File: src/rtl/avalon_rr_arbiter_pkg.sv
// Shared types and constants for the round-robin Avalon arbiter.
// The FSM state encoding and the read-timeout response word live here.
package avalon_arb_pkg;

  typedef enum logic [1:0] {
    IDLE    = 2'd0,
    ISSUE   = 2'd1,
    WAIT_RD = 2'd2
  } arb_state_e;

  // Read data returned when the slave never answers (timeout build only).
  localparam logic [31:0] TIMEOUT_DATA = 32'hDEAD_BEEF;

endpackage

File: src/rtl/avalon_rr_arbiter_if.sv
// Bus bundle between the requesters, the arbiter and the shared slave port.
// 'slave' is the arbiter's view; 'master' is the view of the surrounding system.
interface avalon_rr_arbiter_if #(
  parameter int REQS   = 2,
  parameter int ADDR_W = 2,
  parameter int DATA_W = 32
) ();

  // Requester side
  logic [REQS-1:0]              m_read;
  logic [REQS-1:0]              m_write;
  logic [REQS-1:0][ADDR_W-1:0]  m_address;
  logic [REQS-1:0][DATA_W-1:0]  m_data_in;
  logic [REQS-1:0]              m_waitrequest;
  logic [REQS-1:0]              m_read_valid;
  logic [DATA_W-1:0]            m_data_out;

  // Shared slave side
  logic                         s_read;
  logic                         s_write;
  logic [ADDR_W-1:0]            s_address;
  logic [DATA_W-1:0]            s_data_out;
  logic                         s_read_valid;
  logic [DATA_W-1:0]            s_data_in;

  modport slave (
    input  m_read, m_write, m_address, m_data_in,
    output m_waitrequest, m_read_valid, m_data_out,
    output s_read, s_write, s_address, s_data_out,
    input  s_read_valid, s_data_in
  );

  modport master (
    output m_read, m_write, m_address, m_data_in,
    input  m_waitrequest, m_read_valid, m_data_out,
    input  s_read, s_write, s_address, s_data_out,
    output s_read_valid, s_data_in
  );

endinterface

File: src/rtl/avalon_rr_arbiter_rr_picker.sv
// Combinational rotate-priority encoder: the first requester above ptr wins,
// searching ptr+1, ptr+2, ... and wrapping back round to ptr itself.
module rr_picker #(
  parameter int REQS = 2
) (
  input  logic [REQS-1:0]         req,
  input  logic [$clog2(REQS)-1:0] ptr,
  output logic                    any,
  output logic [$clog2(REQS)-1:0] win
);

  localparam int IDX_W = $clog2(REQS);

  int               cand;
  logic [IDX_W-1:0] cand_idx;

  // NOTE: every output of a combinational block gets a default before any
  // branch; a path that leaves a variable unassigned infers a latch.
  always_comb begin
    any      = |req;
    win      = '0;
    cand     = 0;
    cand_idx = '0;
    // Walk from lowest to highest priority so the last hit is the winner.
    for (int i = REQS; i >= 1; i--) begin
      cand = int'(ptr) + i;
      if (cand >= REQS) cand = cand - REQS;
      cand_idx = IDX_W'(cand);
      if (req[cand_idx]) win = cand_idx;
    end
  end

endmodule

File: src/rtl/avalon_rr_arbiter.sv
// Round-robin arbiter sharing one Avalon-style slave port among REQS requesters.
// Define AVALON_ARB_TIMEOUT_EN to bound the wait for read data to RD_TIMEOUT cycles.
module avalon_rr_arbiter
  import avalon_arb_pkg::*;
#(
  parameter int REQS       = 2,
  parameter int ADDR_W     = 2,
  parameter int DATA_W     = 32,
  parameter int RD_TIMEOUT = 15
) (
  input  logic               clk,
  input  logic               reset,
  avalon_rr_arbiter_if.slave bus
);

  localparam int IDX_W = $clog2(REQS);

  if (REQS < 2 || REQS > 8 || RD_TIMEOUT < 1) begin : g_bad_params
    $error("avalon_rr_arbiter: REQS must be 2..8 and RD_TIMEOUT at least 1");
  end

  arb_state_e        state, state_d;
  logic [IDX_W-1:0]  ptr, ptr_d;
  logic [IDX_W-1:0]  gnt, gnt_d;
  logic              op_wr, op_wr_d;

  logic [REQS-1:0]   req_vec;
  logic              any_req;
  logic [IDX_W-1:0]  win;

  // Next values of the registered outputs.
  logic [REQS-1:0]   wait_d;
  logic [REQS-1:0]   rvalid_d;
  logic [DATA_W-1:0] rdata_d;
  logic              s_read_d, s_write_d;
  logic [ADDR_W-1:0] s_addr_d;
  logic [DATA_W-1:0] s_wdata_d;

`ifdef AVALON_ARB_TIMEOUT_EN
  localparam int                CNT_W    = $clog2(RD_TIMEOUT + 1);
  localparam logic [CNT_W-1:0]  CNT_LAST = CNT_W'(RD_TIMEOUT - 1);
  localparam logic [DATA_W-1:0] TMO_DATA = DATA_W'(TIMEOUT_DATA);

  logic [CNT_W-1:0] tmo_cnt, tmo_cnt_d;
`endif

  // A simultaneous read and write from one requester counts as a write.
  assign req_vec = bus.m_read | bus.m_write;

  rr_picker #(.REQS(REQS)) u_picker (
    .req (req_vec),
    .ptr (ptr),
    .any (any_req),
    .win (win)
  );

  always_comb begin
    state_d   = state;
    ptr_d     = ptr;
    gnt_d     = gnt;
    op_wr_d   = op_wr;
    wait_d    = '1;
    rvalid_d  = '0;
    rdata_d   = bus.m_data_out;
    s_read_d  = 1'b0;
    s_write_d = 1'b0;
    s_addr_d  = bus.s_address;
    s_wdata_d = bus.s_data_out;
`ifdef AVALON_ARB_TIMEOUT_EN
    tmo_cnt_d = '0;
`endif

    unique case (state)
      IDLE: begin
        // Outputs for the ISSUE cycle are set up here so they leave a flop.
        if (any_req) begin
          gnt_d       = win;
          op_wr_d     = bus.m_write[win];
          s_write_d   = bus.m_write[win];
          s_read_d    = ~bus.m_write[win];
          s_addr_d    = bus.m_address[win];
          s_wdata_d   = bus.m_data_in[win];
          wait_d[win] = 1'b0;
          state_d     = ISSUE;
        end
      end

      ISSUE: begin
        ptr_d   = gnt;
        state_d = op_wr ? IDLE : WAIT_RD;
      end

      WAIT_RD: begin
        if (bus.s_read_valid) begin
          rdata_d       = bus.s_data_in;
          rvalid_d[gnt] = 1'b1;
          state_d       = IDLE;
        end
`ifdef AVALON_ARB_TIMEOUT_EN
        else if (tmo_cnt == CNT_LAST) begin
          rdata_d       = TMO_DATA;
          rvalid_d[gnt] = 1'b1;
          state_d       = IDLE;
        end else begin
          tmo_cnt_d = tmo_cnt + 1'b1;
        end
`endif
      end

      default: state_d = IDLE;
    endcase
  end

  // NOTE: flops are written with non-blocking assignments so every register
  // samples the pre-edge value of every other one, independent of block order.
  always_ff @(posedge clk or posedge reset) begin
    if (reset) begin
      state <= IDLE;
      ptr   <= IDX_W'(REQS - 1);
      gnt   <= '0;
      op_wr <= 1'b0;
    end else begin
      state <= state_d;
      ptr   <= ptr_d;
      gnt   <= gnt_d;
      op_wr <= op_wr_d;
    end
  end

  always_ff @(posedge clk or posedge reset) begin
    if (reset) begin
      bus.m_waitrequest <= '1;
      bus.m_read_valid  <= '0;
      bus.m_data_out    <= '0;
      bus.s_read        <= 1'b0;
      bus.s_write       <= 1'b0;
      bus.s_address     <= '0;
      bus.s_data_out    <= '0;
    end else begin
      bus.m_waitrequest <= wait_d;
      bus.m_read_valid  <= rvalid_d;
      bus.m_data_out    <= rdata_d;
      bus.s_read        <= s_read_d;
      bus.s_write       <= s_write_d;
      bus.s_address     <= s_addr_d;
      bus.s_data_out    <= s_wdata_d;
    end
  end

`ifdef AVALON_ARB_TIMEOUT_EN
  always_ff @(posedge clk or posedge reset) begin
    if (reset) tmo_cnt <= '0;
    else       tmo_cnt <= tmo_cnt_d;
  end
`endif

endmodule

File: src/flat_wrapper.sv
// flat-port wrapper written by rule: the top's interface ports become plain ports
module avalon_rr_arbiter_flat import avalon_arb_pkg::*;
#(
  parameter int REQS       = 2,
  parameter int ADDR_W     = 2,
  parameter int DATA_W     = 32,
  parameter int RD_TIMEOUT = 15
)
  (clk, reset, bus_m_read, bus_m_write, bus_m_address, bus_m_data_in, bus_m_waitrequest, bus_m_read_valid, bus_m_data_out, bus_s_read, bus_s_write, bus_s_address, bus_s_data_out, bus_s_read_valid, bus_s_data_in);
  avalon_rr_arbiter_if #(.REQS(REQS), .ADDR_W(ADDR_W), .DATA_W(DATA_W)) bus_i ();
  input  logic clk;
  input  logic reset;
  input wire logic [$bits(bus_i.m_read)-1:0] bus_m_read;
  input wire logic [$bits(bus_i.m_write)-1:0] bus_m_write;
  input wire logic [$bits(bus_i.m_address)-1:0] bus_m_address;
  input wire logic [$bits(bus_i.m_data_in)-1:0] bus_m_data_in;
  output wire logic [$bits(bus_i.m_waitrequest)-1:0] bus_m_waitrequest;
  output wire logic [$bits(bus_i.m_read_valid)-1:0] bus_m_read_valid;
  output wire logic [$bits(bus_i.m_data_out)-1:0] bus_m_data_out;
  output wire logic [$bits(bus_i.s_read)-1:0] bus_s_read;
  output wire logic [$bits(bus_i.s_write)-1:0] bus_s_write;
  output wire logic [$bits(bus_i.s_address)-1:0] bus_s_address;
  output wire logic [$bits(bus_i.s_data_out)-1:0] bus_s_data_out;
  input wire logic [$bits(bus_i.s_read_valid)-1:0] bus_s_read_valid;
  input wire logic [$bits(bus_i.s_data_in)-1:0] bus_s_data_in;
  assign bus_i.m_read = bus_m_read;
  assign bus_i.m_write = bus_m_write;
  assign bus_i.m_address = bus_m_address;
  assign bus_i.m_data_in = bus_m_data_in;
  assign bus_m_waitrequest = bus_i.m_waitrequest;
  assign bus_m_read_valid = bus_i.m_read_valid;
  assign bus_m_data_out = bus_i.m_data_out;
  assign bus_s_read = bus_i.s_read;
  assign bus_s_write = bus_i.s_write;
  assign bus_s_address = bus_i.s_address;
  assign bus_s_data_out = bus_i.s_data_out;
  assign bus_i.s_read_valid = bus_s_read_valid;
  assign bus_i.s_data_in = bus_s_data_in;
  avalon_rr_arbiter #(.REQS(REQS), .ADDR_W(ADDR_W), .DATA_W(DATA_W), .RD_TIMEOUT(RD_TIMEOUT)) u_core (.clk(clk), .reset(reset), .bus(bus_i));
endmodule
File: config.mk
export PLATFORM = sky130hd
export DESIGN_NAME = avalon_rr_arbiter_flat
export DESIGN_NICKNAME = d
export VERILOG_FILES = /design/src/rtl/avalon_rr_arbiter_pkg.sv /design/src/rtl/avalon_rr_arbiter_if.sv /design/src/rtl/avalon_rr_arbiter_rr_picker.sv /design/src/rtl/avalon_rr_arbiter.sv /design/src/flat_wrapper.sv
export SDC_FILE = /design/constraint.sdc
export NUM_CORES = 1
export LEC_CHECK = 0
export ABC_AREA = 1
export CAP_MARGIN = 40
export CORE_UTILIZATION = 42
export CTS_CLUSTER_DIAMETER = 60
export DETAILED_ROUTE_END_ITERATION = 12
export PLACE_DENSITY = 0.86
export SETUP_SLACK_MARGIN = 0.2
export SKIP_LAST_GASP = 1
export SYNTH_ARGS = -nofsm -noshare
export SYNTH_HDL_FRONTEND = slang
export SYNTH_SLANG_ARGS = --single-unit
File: constraint.sdc
create_clock -name clk -period 4.42 [get_ports clk]
set_clock_uncertainty 0.15 [all_clocks]
set_input_delay 0.663 -clock clk [delete_from_list [all_inputs] [get_ports clk]]
set_output_delay 0.663 -clock clk [all_outputs]
set_load 0.005 [all_outputs]
==> impl_metrics.tcl <==
set metrics [dict create \
    outcome "finished, final reports clean" \
    final_layout_size_suffix_gt1_share_pct 7.16 \
    io_pins 179 \
    ys.flop_type "dfrtp_1" \
    avgSynthCellArea_sq_um 8.93 \
    ir_worst_vdd_v 0.000267 \
    ant_nets 0 \
    yosysTopAreaCellShare_pct 56.2 \
    synthTopCellsByCount "nand3_1 (103), nand2_1 (78), dfrtp_1 (74), inv_1 (35), o21ai_1 (34)" \
    fp.dieH_um 90.6 \
    synth_cell_types 20 \
    synthCells 369 \
    row_count 31 \
    worstMarginPinSlew_ns 0.799 \
    postCtsHoldBufs 0 \
    postCtsSetupRepairBufs 0 \
    grt_max_degree 72 \
    place_area_sq_um 5160 \
    drt_iter0_drc 131 \
    yosys.area.top_type "dfrtp_1" \
    design_area_sq_um 5350 \
    grt_pass1_wl_um 15400 \
    fin_ws_ns 2.11 \
    grt_use_total_pct 23.6 \
    crit_type "flip-flop to flip-flop" \
    slew_violations 0 \
    overflow 0 \
    cts_tree "done" \
    coreArea_sq_um 7410 \
    first_pass_iters 4 \
    gp_congestion 0.767 \
    synthesis.nets 476 \
    layout.nets 647 \
    synth_area_leaders "dfrtp_1 (56%), nand3_1 (16%), nand2_1 (8.9%)" \
    io_buffer_count 178 \
    p_leak_nw 2.45 \
    dp_hpwl_um 6490 \
    drc 0 \
    hp-class "flip-flop to flip-flop" \
    cts.sinks 77 \
    syn_area_sq_um 3300 \
    diodes 0 \
    p_per_area_nw_per_um2 612 \
    die_width_um 90.6 \
    synth_warnings 0 \
    max_clock_freq_mhz 433 \
    rsz0062_at_grt "false" \
    ys_seq_area_share_pct 58.6 \
    finalHoldViolCount 0 \
    fin_crit_sh_pct 52.3 \
    path_clk_slew_ns 0.08 \
    numCtsBuffers 9 \
    start_util_pct 44.5 \
    multi_input_area_sq_um 1080 \
    crit_fanout 71 \
    seqCellArea_sq_um 1930 \
    drt_wl_total_um 9100 \
    cp-start-kind "flip-flop" \
    wl_per_cell_um 14.1 \
    arrival_ns 2.44 \
    fill_cells 540 \
    area_delta_synth_final_pct 62.2 \
    slew_headroom_pct 46.6 \
    max_cap_violations 0 \
    grt_antenna_before_repair 0 \
    setup.worst_path.end_class "flip-flop" \
    root_buffer "clkbuf_8" \
    vias_per_cell 5.02 \
    ctsLongestPathBuffers 2 \
    clk_latency_ns 0.34 \
    power_mw 3.28 \
    htreeDepth 3 \
    setup_tns_ns 0 \
    synth-async-reset-ratio_pct 100 \
    synth-edff-count 0 \
    post_cts_resize_count 0 \
    required_ns 4.55 \
    finalSetupViolCount 0 \
    yosys_register_bits 77 \
    grt_pass1_vias 3258 \
    dieArea_sq_um 8210 \
    route.vias.total 3234 \
    dp_slack_ns 1.77 \
    yosysMostFrequentCell "nand3_1" \
    period_needed_ns 2.31 \
]
-- stage by stage --
stage / std cells / util, % / hold slack (ns)
5_1_grt: 644 / 72.2 / 0.318
3_5_place_dp: 628 / 69.7 / 0.273
6_report: 644 / 72.2 / 0.295
2_1_floorplan: 369 / - / 0.253
3_3_place_gp: 625 / 68.7 / 0.261
4_1_cts: 644 / 72.2 / 0.290
-- cell families after synthesis --
kind of cell | Yosys count | share of synthesized area (%)
AOI/OAI and AO/OA | 37 | 6.00
and+or+nand+nor | 191 | 26.6
buffers and inverters | 64 | 8.80
DFF | 77 | 58.6
-- state kept, by name (all words and copies together) (netlist names) --
name,count
u_core.op_wr,1
u_core.bus.s_read,1
u_core.bus.s_address,2
u_core.bus.m_waitrequest,2
u_core.ptr,1
u_core.state,2
u_core.bus.m_read_valid,2
u_core.gnt,1
u_core.bus.s_write,1
u_core.bus.m_data_out,32
u_core.bus.s_data_out,32
-- routing by layer --
metal | routed length, um | part of all wire [%] | GRT usage (%)
met4 | 221 | 2.4 | 10.3
met2 | 4360 | 48 | 38.5
met1 | 3850 | 42 | 30.2
met5 | 0 | 0 | 0
met3 | 675 | 7.4 | 5.05
-- critical path, cell delays in order (launching register included) --
cell and delay [ns]:
dfrtp_1 0.44, nor2_4 0.10, buf_4 0.54, nand2_2 0.61, inv_2 0.23, nand2_1 0.10, nand2_1 0.06
-- final timing paths --
kind / cells after the start / endpoint / from / slack [ns]
min in group asynchronous: 2 / u_core.bus.m_data_out[17]$_DFFE_PP0P_ / reset / 0.34
worst min register to register: 1 / u_core.bus.m_read_valid[0]$_DFF_PP0_ / u_core.gnt$_DFFE_PP0P_ / 0.30
max in group asynchronous: 4 / u_core.bus.m_waitrequest[0]$_DFF_PP1_ / reset / 2.89
worst min-delay path: 1 / u_core.bus.m_read_valid[0]$_DFF_PP0_ / u_core.gnt$_DFFE_PP0P_ / 0.30
worst max register to register: 6 / u_core.op_wr$_DFFE_PP0P_ / u_core.state[1]$_DFFE_PP0P_ / 2.11
worst max-delay path: 6 / u_core.op_wr$_DFFE_PP0P_ / u_core.state[1]$_DFFE_PP0P_ / 2.11
-- layout by cell type, fill, tap and decap left out --
cell type        count
buf_16               2
a21oi_4              1
nor2_1               3
nand2_2              2
nand3_2              1
dfstp_2              3
buf_12               1
o22ai_1              1
clkbuf_8            10
clkinv_4             1
nor2_2               1
o21ai_1             34
clkinvlp_4           4
nand2_1             78
inv_2                6
inv_6                1
nand3_1            102
inv_1               34
buf_4                2
o21ai_0              1
nor2_4               3
clkinv_2             1
or2_1                1
clkdlybuf4s50_1    178
dfrtp_1             74
-- power breakdown --
part / internal, mW / switching, mW / total (mW)
Clock: 0.222 / 0.269 / 0.491
Sequential: 1.04 / 0.187 / 1.23
Combinational: 0.850 / 0.705 / 1.56
-- area by class of cell --
type / count / share of cell area, %
sequential: 77 / 36.1
timing repair buffer: 183 / 35.0
multi-input combinational: 228 / 20.2
inverter: 41 / 2.90
clock buffer: 10 / 2.57
tap: 99 / 2.32
clock inverter: 6 / 0.889
Note: power is estimated with default switching activity, not from simulation.
